File: src/rtl/i2s_frame_ctrl.sv
// Frame-level scheduler moving stereo pairs between the DSP streams and the I2S parallel ports.
// Optional build macro I2S_FRAME_CTRL_MUTE_EN: output silence on TX underrun instead of repeating.
module i2s_frame_ctrl #(
   parameter int PDATA_WIDTH = 32,
   parameter int CNT_WIDTH   = 16
) (
   input  logic                   mclk_in,
   input  logic                   rst_in,
   input  logic                   enable_in,
   input  logic                   lrck_in,
   input  logic                   sclk_in,
   input  logic                   tx_valid_in,
   output logic                   tx_ready_out,
   input  logic [PDATA_WIDTH-1:0] tx_ldata_in,
   input  logic [PDATA_WIDTH-1:0] tx_rdata_in,
   output logic [PDATA_WIDTH-1:0] pldata_out,
   output logic [PDATA_WIDTH-1:0] prdata_out,
   input  logic [PDATA_WIDTH-1:0] pldata_in,
   input  logic [PDATA_WIDTH-1:0] prdata_in,
   output logic                   rx_valid_out,
   input  logic                   rx_ready_in,
   output logic [PDATA_WIDTH-1:0] rx_ldata_out,
   output logic [PDATA_WIDTH-1:0] rx_rdata_out,
   output logic                   frame_tick_out,
   output logic                   running_out,
   input  logic                   cnt_clr_in,
   output logic [CNT_WIDTH-1:0]   underrun_cnt_out,
   output logic [CNT_WIDTH-1:0]   overrun_cnt_out
);

`ifdef I2S_FRAME_CTRL_MUTE_EN
   localparam bit MUTE = 1'b1;
`else
   localparam bit MUTE = 1'b0;
`endif

   typedef enum logic [1:0] {IDLE, SYNC, RUN, DRAIN} state_t;

   state_t                 state, state_nx;
   logic                   lrck_q;
   logic                   stage_v, stage_v_nx;
   logic [PDATA_WIDTH-1:0] stage_l, stage_r;
   logic                   fall, rise, active, accept, commit, capture, underrun, overrun;
   logic                   unused_sclk;

   function automatic logic [CNT_WIDTH-1:0] sat_inc(input logic [CNT_WIDTH-1:0] cnt,
                                                    input logic inc, input logic clr);
      if (clr)
         return '0;
      if (inc && (cnt != {CNT_WIDTH{1'b1}}))
         return cnt + {{(CNT_WIDTH-1){1'b0}}, 1'b1};
      return cnt;
   endfunction

   assign unused_sclk = sclk_in;

   // LRCK falling edge starts a frame; the rising edge is the TX commit point.
   assign fall     = lrck_q & ~lrck_in;
   assign rise     = ~lrck_q & lrck_in;
   assign active   = (state == RUN) || (state == DRAIN);
   assign accept   = tx_valid_in & tx_ready_out;
   assign commit   = active & rise;
   assign capture  = active & fall;
   assign underrun = commit & ~stage_v;
   assign overrun  = capture & rx_valid_out & ~rx_ready_in;

   always_comb begin
      state_nx = state;
      case (state)
         IDLE:    if (enable_in)  state_nx = SYNC;
         SYNC:    if (fall)       state_nx = RUN;
         RUN:     if (!enable_in) state_nx = DRAIN;
         DRAIN:   if (fall)       state_nx = IDLE;
         default:                 state_nx = IDLE;
      endcase

      // A same-cycle accept into an empty stage still leaves the commit as an underrun.
      stage_v_nx = stage_v;
      if ((state == DRAIN) && fall)
         stage_v_nx = 1'b0;
      else if (commit && stage_v)
         stage_v_nx = 1'b0;
      else if (accept)
         stage_v_nx = 1'b1;
   end

   always_ff @(posedge mclk_in) begin
      if (rst_in) begin
         state            <= IDLE;
         lrck_q           <= 1'b0;
         stage_v          <= 1'b0;
         stage_l          <= '0;
         stage_r          <= '0;
         tx_ready_out     <= 1'b0;
         pldata_out       <= '0;
         prdata_out       <= '0;
         rx_valid_out     <= 1'b0;
         rx_ldata_out     <= '0;
         rx_rdata_out     <= '0;
         frame_tick_out   <= 1'b0;
         running_out      <= 1'b0;
         underrun_cnt_out <= '0;
         overrun_cnt_out  <= '0;
      end else begin
         state          <= state_nx;
         lrck_q         <= lrck_in;
         stage_v        <= stage_v_nx;
         frame_tick_out <= fall;
         running_out    <= (state_nx == RUN) || (state_nx == DRAIN);
         tx_ready_out   <= ((state_nx == SYNC) || (state_nx == RUN)) && !stage_v_nx;

         if (accept) begin
            stage_l <= tx_ldata_in;
            stage_r <= tx_rdata_in;
         end

         if (commit && stage_v) begin
            pldata_out <= stage_l;
            prdata_out <= stage_r;
         end else if (underrun && MUTE) begin
            pldata_out <= '0;
            prdata_out <= '0;
         end

         if (capture) begin
            rx_valid_out <= 1'b1;
            rx_ldata_out <= pldata_in;
            rx_rdata_out <= prdata_in;
         end else if (rx_valid_out && rx_ready_in) begin
            rx_valid_out <= 1'b0;
         end

         underrun_cnt_out <= sat_inc(underrun_cnt_out, underrun, cnt_clr_in);
         overrun_cnt_out  <= sat_inc(overrun_cnt_out, overrun, cnt_clr_in);
      end
   end

endmodule
File: config.mk
export PLATFORM = sky130hd
export DESIGN_NAME = i2s_frame_ctrl
export DESIGN_NICKNAME = d
export VERILOG_FILES = /design/src/rtl/i2s_frame_ctrl.sv
export SDC_FILE = /design/constraint.sdc
export NUM_CORES = 1
export LEC_CHECK = 0
export CAP_MARGIN = 20
export CORE_MARGIN = 2
export CORE_UTILIZATION = 46
export CTS_BUF_LIST = sky130_fd_sc_hd__clkbuf_8
export DETAILED_ROUTE_END_ITERATION = 7
export PLACE_DENSITY = 0.82
export SLEW_MARGIN = 20
export SYNTH_ARGS = -nofsm -noshare
export SYNTH_HDL_FRONTEND = slang
export SYNTH_SLANG_ARGS = --single-unit
export TNS_END_PERCENT = 50
File: constraint.sdc
create_clock -name mclk_in -period 2.4 [get_ports mclk_in]
set_clock_uncertainty 0.15 [all_clocks]
set_input_delay 0.48 -clock mclk_in [delete_from_list [all_inputs] [get_ports mclk_in]]
set_output_delay 0.48 -clock mclk_in [all_outputs]
set_load 0.02 [all_outputs]
Word-level counts from Yosys, hierarchy flattened
Index checks and enable logic that the tools add are counted.
{"block": "op_classes", "eq_ne": 8, "addsub": 2, "n_bitwise": 12, "mux": 25, "reduce_logical": 14}
{"operator": "$mux W16", "n": 7}
{"operator": "$add A16 B1 Y16 const B", "n": 2}
{"operator": "$ne A16 B16 Y1 const B", "n": 2}
{"operator": "$mux W1", "n": 13}
{"operator": "$and A1 B1 Y1", "n": 8}
{"operator": "$eq A2 B2 Y1 const B", "n": 4}
{"operator": "$mux W2", "n": 4}
{"operator": "$pmux W2 S4", "n": 1}
{"operator": "$logic_and A1 B1 Y1", "n": 6}
{"operator": "$reduce_bool A2 Y1", "n": 3}
{"operator": "$eq A2 B1 Y1 const B", "n": 2}
{"operator": "$not A1 Y1", "n": 4}
{"operator": "$logic_or A1 B1 Y1", "n": 3}
{"operator": "$logic_not A2 Y1", "n": 1}
{"operator": "$logic_not A1 Y1", "n": 1}
{"block": "totals", "register_bits": 232, "word_cells": 76}

Depth between registers and ports, before layout
Gate-level depths: netlist (run 1).
{"block": "depth", "ltp_word": 11, "ltp_mapped": 6}

Least setup slack after synthesis (run 1)
No wires, ideal clock.
{"block": "synth_timing", "path_type": "flip-flop to flip-flop", "from": "register underrun_cnt_out[0]", "to": "register underrun_cnt_out[10]", "arrival_ps": 2033, "path_stages_with_launch": 7, "setup_time_ps": 70, "n_path_buf": 1, "slack_ps": 147, "required_ps": 2180, "cell_sequence": "dfxtp_1 ha_1 inv_1 or4_1 buf_2 or4_1 a21oi_1"}
{"block": "synth_between", "elab_chain_cells": 6, "word_cells_on_any_way": 10}
{"item": "from (decl)", "line": "27", "source": "output logic [CNT_WIDTH-1:0] underrun_cnt_out,"}
{"item": "from (signal assigned)", "line": "133", "source": "underrun_cnt_out <= sat_inc(underrun_cnt_out, underrun, cnt_clr_in);"}
{"item": "parallel branches: the longest is 6 deep, another holds $add A16 B1 Y16"}
Several ways; the timed one is not identified. The select of a mux whose other input is x is not followed.
A chain may end at the register's enable or synchronous reset.

Final worst setup path (run 1)
{"block": "layout_timing", "from": "register overrun_cnt_out[11]", "to": "output port overrun_cnt_out[11]"}
{"item": "from (decl)", "line": "28", "source": "output logic [CNT_WIDTH-1:0] overrun_cnt_out"}
{"item": "from (signal assigned)", "line": "134", "source": "overrun_cnt_out <= sat_inc(overrun_cnt_out, overrun, cnt_clr_in);"}
No word-level cell between the ends.

==> flow_summary.ini, run 1 <==
[timing]
hold_slack_ns = 0.161
fin_crit_ns = 2.29
period_share_pct = 95.5
setup_viol = 0
rsz0062_at_grt = no
hold_viol = 0
slew_headroom_pct = 56.6
setup_tns_ns = 0
tightest_slew_ns = 0.651
fmax_mhz = 437
fin_ws_ns = 0.109
slew_violations = 0

[floorplan]
core.rowCount = 49
chipHeight_um = 140
die-area_mm2 = 0.0195
die_x_um = 140
pin_count = 300
start_util_pct = 47.0
core_area_mm2 = 0.0180

[yosys]
synth_xor_area_share_pct = 0.207
syn_avg_cell_area_um2 = 7.95
synth_area_mm2 = 0.00848
synth_cells = 1066
ys.warnings.count = 0
ys_ff_latch = 231
synth_edf_count = 0
synth-compound-area-share_pct = 15.8
yosysTopAreaCell = dfxtp_1
synth-adder-area-share_pct = 0.295
mappedNetlistNets = 1204
synth_top_area_share_pct = 54.6
synth-simple-area-share_pct = 24.3
ys_async_sr_fraction_pct = 0
yosysSeqAreaShare_pct = 54.6
synth_cell_types = 46
synth_area_leaders = dfxtp_1 55%, nand2_1 18%, a21oi_1 12%
synthFlopType = dfxtp_1
synth_mux_area_share_pct = 1.30
synth_top_family_by_area = simple AND/OR/NAND/NOR gates

[clock_network]
clk_latency_ns = 0.53
clk_pin_slew_ns = 0.06
cts_sinks = 231
clk_path_buf_depth = 3
cts_tree = built
htreeDepth = 2
cts_buffers = 39
cts-root-buf = clkbuf_8
postCtsSetupBuffers = 0
cts_hold_buf = 0

[place]
pre_cts_ws_ns = -0.318
place_congestion = 0.831
place_inst = 1556
port_buffers = 298
hpwl_um = 16200

[grt]
grt_pass1_wl_um = 39800
grt_pass1_vias = 7948
antenna_found_initial = 0
grt_use_total_pct = 24.3
gr-total-overflow = 0
grt_max_degree = 111

[setup_path]
cp_max_fo = 9
path_delay_family = buffers and inverters
cp.depth = 1
cpPeakStageDelay_ns = 0.67
cp-endpoint = overrun_cnt_out[11]
worst_ep_arrival_time_ns = 1.66
slowest_stage = clkdlybuf4s50_1
cp.buffers_inverters = 1
reg2reg_to = underrun_cnt_out[10]
startpoint_type = flop
ff2ff_path_depth = 5
required_ns = 1.77
rrSetupSlack_ns = 0.19
startpoint = overrun_cnt_out[11]
r2r_start = underrun_cnt_out[0]
criticalPathCategory = reg2out
endpoint_kind = output port
crit_chain = clkdlybuf4s50_1

[power_and_ir_drop]
ir_drop_uv = 554
pwr_density_cell_mw_per_mm2 = 630
p_leak_nw = 4.29

[detailed_routing]
antenna_left = 0
dr_total_vias = 8395
remaining_drc_errors = 0
first_iter_violations = 468
dr.pass1.iters = 5
via_per_inst = 5.17
wl_per_cell_um = 15.1
drt_wl_total_um = 24600

[layout]
final_nets = 1506
diodes = 0
layout_common_cells = 412 x nand2_1, 296 x clkdlybuf4s50_1, 231 x dfxtp_1
syn_to_final_growth_pct = 49.1
drive_gt1_share_pct = 7.38
fillCellCount = 1468
layout.cells.most_common = nand2_1
fin_util_pct = 70.1
final_cells = 1625

[worst_hold_path]
hold_path_class = in2reg

[job]
maxCapViolCount = 0

[run_status]
status = finished clean
-- Yosys cell counts, types with 7 or more instances --
master and number:
or3_1 12, nand3_1 10, or4_1 10, nor2_1 7
clkbuf_1 66, o21ai_0 8, nand2_1 413, mux2i_1 11
o31ai_1 7, a21oi_1 209, nor3_1 7, inv_1 8
nand4_1 7, dfxtp_1 231
-- routing by layer --
metal	up-vias	part of all wire, %	routed length [µm]	track usage (%)
met3	72	8.6	2110	7.26
met5	-	0	0	0
li1	4170	-	-	-
met4	0	3.7	914	10.4
met1	3830	40	9750	29.5
met2	323	48	11800	40.1
-- kinds of logic (layout without fill, tap and decap cells) --
| logic type | after synthesis | count (layout) |
|---|---|---|
| AND/OR/NAND/NOR | 493 | 493 |
| AO/OA/AOI/OAI | 248 | 248 |
| flip-flops | 231 | 231 |
| buffers and inverters | 79 | 409 |
| multiplexers | 11 | 11 |
| adder cells (fa/ha/maj) | 2 | 2 |
| XOR/XNOR | 2 | 2 |
-- tightest hold or removal path, delay by kind of cell --
family	cells	cell delay [ns]
simple gates	2	0.15
buf+inv	1	0.10
mux	1	0.06
-- stage by stage --
| step | cell area, µm² | power [mW] |
|---|---|---|
| 2_1_floorplan | 8480 | 4.18 |
| 3_3_place_gp | 11800 | 4.48 |
| 3_5_place_dp | 11800 | 4.49 |
| 4_1_cts | 12600 | 8.03 |
| 5_1_grt | 12600 | 8.25 |
| 6_report | 12600 | 7.96 |
-- sequential cells by signal, summed over array words and instances, names as in the netlist --
signal	cells
running_out	1
rx_ldata_out	32
frame_tick_out	1
prdata_out	32
rx_valid_out	1
stage_l	32
underrun_cnt_out	16
overrun_cnt_out	16
stage_v	1
pldata_out	32
rx_rdata_out	32
state	1
stage_r	32
lrck_q	1
tx_ready_out	1
-- report_power, final --
group	internal, mW	switching [mW]	leakage (nW)	total [mW]
clock network	1.98	1.56	0.462	3.55
logic	0.273	0.209	1.96	0.482
registers	3.89	0.0319	1.87	3.93
total	6.15	1.81	4.29	7.96
-- final cells by class --
type	instances	area (µm²)	share of cell area, %
clock buffer	50	688	5.45
clock inverter	19	113	0.891
inverter	8	30.0	0.238
timing repair buffer	332	3330	26.4
sequential	231	4620	36.6
tap	229	287	2.27
multi-input combinational	756	3560	28.2
-- repair_timing --
action / CTS / global route
endpoints found under the hold margin: 0 / 0
resized for setup: 0 / 1
setup endpoints to repair: 0 / 1
-- worst min-delay path by stage --
stage               cells after the start        start             endpoint  slack, ns
floorplan                               2   stage_l[0]        pldata_out[0]       0.28
detailed placement                      2  stage_r[27]       prdata_out[27]       0.29
CTS                                     4       rst_in  overrun_cnt_out[14]       0.15
finish                                  4       rst_in  overrun_cnt_out[14]       0.16
global placement                        2   stage_r[9]        prdata_out[9]       0.29
global route                            4       rst_in  overrun_cnt_out[14]       0.16
Note: power is estimated with default switching activity, not from simulation.
==> run 2, diff against run 1 <==
--- a/config.mk
+++ b/config.mk
@@ -5,12 +5,14 @@
 export SDC_FILE = /design/constraint.sdc
 export NUM_CORES = 1
 export LEC_CHECK = 0
+export ABC_AREA = 1
 export CAP_MARGIN = 20
 export CORE_MARGIN = 2
-export CORE_UTILIZATION = 46
+export CORE_UTILIZATION = 47
 export CTS_BUF_LIST = sky130_fd_sc_hd__clkbuf_8
 export DETAILED_ROUTE_END_ITERATION = 7
 export PLACE_DENSITY = 0.82
+export SKIP_CTS_REPAIR_TIMING = 1
 export SLEW_MARGIN = 20
 export SYNTH_ARGS = -nofsm -noshare
 export SYNTH_HDL_FRONTEND = slang
==> run 2 against run 1 <==
Against the previous run:
- first-iteration DRC count up 6.4%
- synthesized area grew 3.4%
- final cell count grew 7.2%
- clock power shrank 2%
- total power up 0.49%
- synthesized cell count up 13%
- maximum frequency rose by 0.62%
- largest cell class unchanged
==> flow_summary.ini, run 2 <==
[grt]
grt_use_total_pct = 25.1
grt_pass1_vias = 8146
gr-total-overflow = 0
grt_pass1_wl_um = 40900
antenna_found_initial = 0
grt_max_degree = 70

[detailed_routing]
dr.pass1.iters = 5
via_per_inst = 5.02
dr_total_vias = 8744
drt_wl_total_um = 25700
wl_per_cell_um = 14.8
remaining_drc_errors = 0
antenna_left = 0
first_iter_violations = 498

[place]
port_buffers = 298
placed_area_mm2 = 0.0120
place_congestion = 0.809
hpwl_um = 17300

[timing]
slew_headroom_pct = 63.7
setup_viol = 0
setup_tns_ns = 0
slew_violations = 0
tightest_slew_ns = 0.544
fin_crit_ns = 2.28
period_share_pct = 94.9
hold_viol = 0
fmax_mhz = 439
hold_slack_ns = 0.167
rsz0062_at_grt = no

[clock_network]
htreeDepth = 2
cts-root-buf = clkbuf_8
cts_buffers = 39
cts_tree = built
clk_pin_slew_ns = 0.06
cts_sinks = 231
clk_path_buf_depth = 3
clk_latency_ns = 0.52

[layout]
fin_util_pct = 70.4
regArea_mm2 = 0.00463
syn_to_final_growth_pct = 45.9
multiInputGateArea_mm2 = 0.00358
final_nets = 1625
layout_common_cells = 301 x nand2_1, 296 x clkdlybuf4s50_1, 230 x dfxtp_1
fillCellCount = 1441
diodes = 0
fin_area_mm2 = 0.0128
drive_gt1_share_pct = 6.01
layout.cells.most_common = nand2_1

[yosys]
synth_area_leaders = dfxtp_1 53%, nand2_1 13%, nor2_1 8.7%
synth_most_common_cell = nand2_1
mappedNetlistNets = 1339
synthFlopType = dfxtp_1
ys.warnings.count = 0
synth_area_mm2 = 0.00876
synth_cells = 1201
synth_common_cells = 302 x nand2_1, 231 x dfxtp_1, 202 x nor2_1
syn_avg_cell_area_um2 = 7.29
yosysTopAreaCell = dfxtp_1
ys_ff_latch = 231
synth_top_area_share_pct = 52.8
yosysSeqAreaShare_pct = 52.8
ys_async_sr_fraction_pct = 0
synth_edf_count = 0
synth_cell_types = 24

[setup_path]
path_delay_family = buffers and inverters
startpoint_type = flop
cp_max_fo = 7
cp.buffers_inverters = 1
ff2ff_path_depth = 11
crit_chain = clkdlybuf4s50_1
cp.depth = 1
slowest_stage = clkdlybuf4s50_1
endpoint_kind = output port
worst_ep_arrival_time_ns = 1.65
required_ns = 1.77
criticalPathCategory = reg2out
cpPeakStageDelay_ns = 0.67

[power_and_ir_drop]
power.total_mw = 7.99
p_leak_nw = 4.59
pwr_density_cell_mw_per_mm2 = 625
ir_drop_uv = 464

[floorplan]
pin_count = 300
die-area_mm2 = 0.0197
start_util_pct = 48.3
die_x_um = 141
chipHeight_um = 141
core.rowCount = 49
core_area_mm2 = 0.0181

[run_status]
status = finished clean

[job]
maxCapViolCount = 0

[worst_hold_path]
hold_depth = 2
hold_path_class = in2reg
## run 2: changes by cell type after synthesis, sizes merged, moves of 5 or more
cell / before / now
o21ai: 9 / 71
nand2: 413 / 303
or4: 10 / 0
a211oi: 6 / 1
nand3: 10 / 95
buf: 5 / 17
inv: 8 / 67
a21oi: 209 / 137
or3: 12 / 0
nor2: 7 / 206
mux2i: 11 / 0
clkbuf: 66 / 59
o31ai: 7 / 0
nor4: 5 / 0
## run 2: final timing paths
path         slack (ns)             endpoint           startpoint
max reg2reg        0.45  underrun_cnt_out[5]  underrun_cnt_out[0]
min reg2reg        0.31        prdata_out[7]        prdata_out[7]
min                0.17        prdata_out[3]               rst_in
max                0.12  overrun_cnt_out[11]  overrun_cnt_out[11]
## run 2: cell type report
class	instances	share of cell area, %
clock buffers	49	5.28
clock inverters	18	0.832
inverters	67	1.97
multi-input cells	827	28.0
flip-flops and latches	231	36.2
well taps	229	2.24
repair buffers	321	25.5
## run 2: through the flow
step | setup WS, ns | cells
global placement | 0.216 | 1675
CTS | -0.0369 | 1742
finish | 0.123 | 1742
global route | 0.0699 | 1742
detailed placement | 0.174 | 1675
floorplan | 0.553 | 1201
## run 2: kinds of logic (layout without fill, tap and decap cells)
group                      Yosys count  count (layout)  synth area share [%]
AOI/OAI and AO/OA                  212             212                  12.2
xor gates and xnor gates             1               1                 0.100
adders and majority gates            2               2                 0.286
buffers and inverters              143             455                  6.43
DFF                                231             231                  52.8
and+or+nand+nor                    612             612                  28.2
## run 2: where the power goes
| group | total [mW] | leakage [nW] | internal, mW | switching (mW) |
|---|---|---|---|---|
| registers | 3.97 | 1.87 | 3.92 | 0.0456 |
| logic | 0.558 | 2.28 | 0.295 | 0.262 |
| clock network | 3.47 | 0.447 | 1.94 | 1.53 |
## run 2: routing by layer
layer	up-vias	track usage (%)	routed length, µm
met3	51	8.79	2390
met4	0	8.68	760
met5	-	0	0
li1	4413	-	-
met1	3949	30.6	10500
met2	331	41.6	12100
==> run 3, diff against run 2 <==
--- a/config.mk
+++ b/config.mk
@@ -13,7 +13,7 @@
 export DETAILED_ROUTE_END_ITERATION = 7
 export PLACE_DENSITY = 0.82
 export SKIP_CTS_REPAIR_TIMING = 1
-export SLEW_MARGIN = 20
+export SLEW_MARGIN = 15
 export SYNTH_ARGS = -nofsm -noshare
 export SYNTH_HDL_FRONTEND = slang
 export SYNTH_SLANG_ARGS = --single-unit
==> results of run 3 <==
Final layout, timing and power as in run 2 (identical DEF).
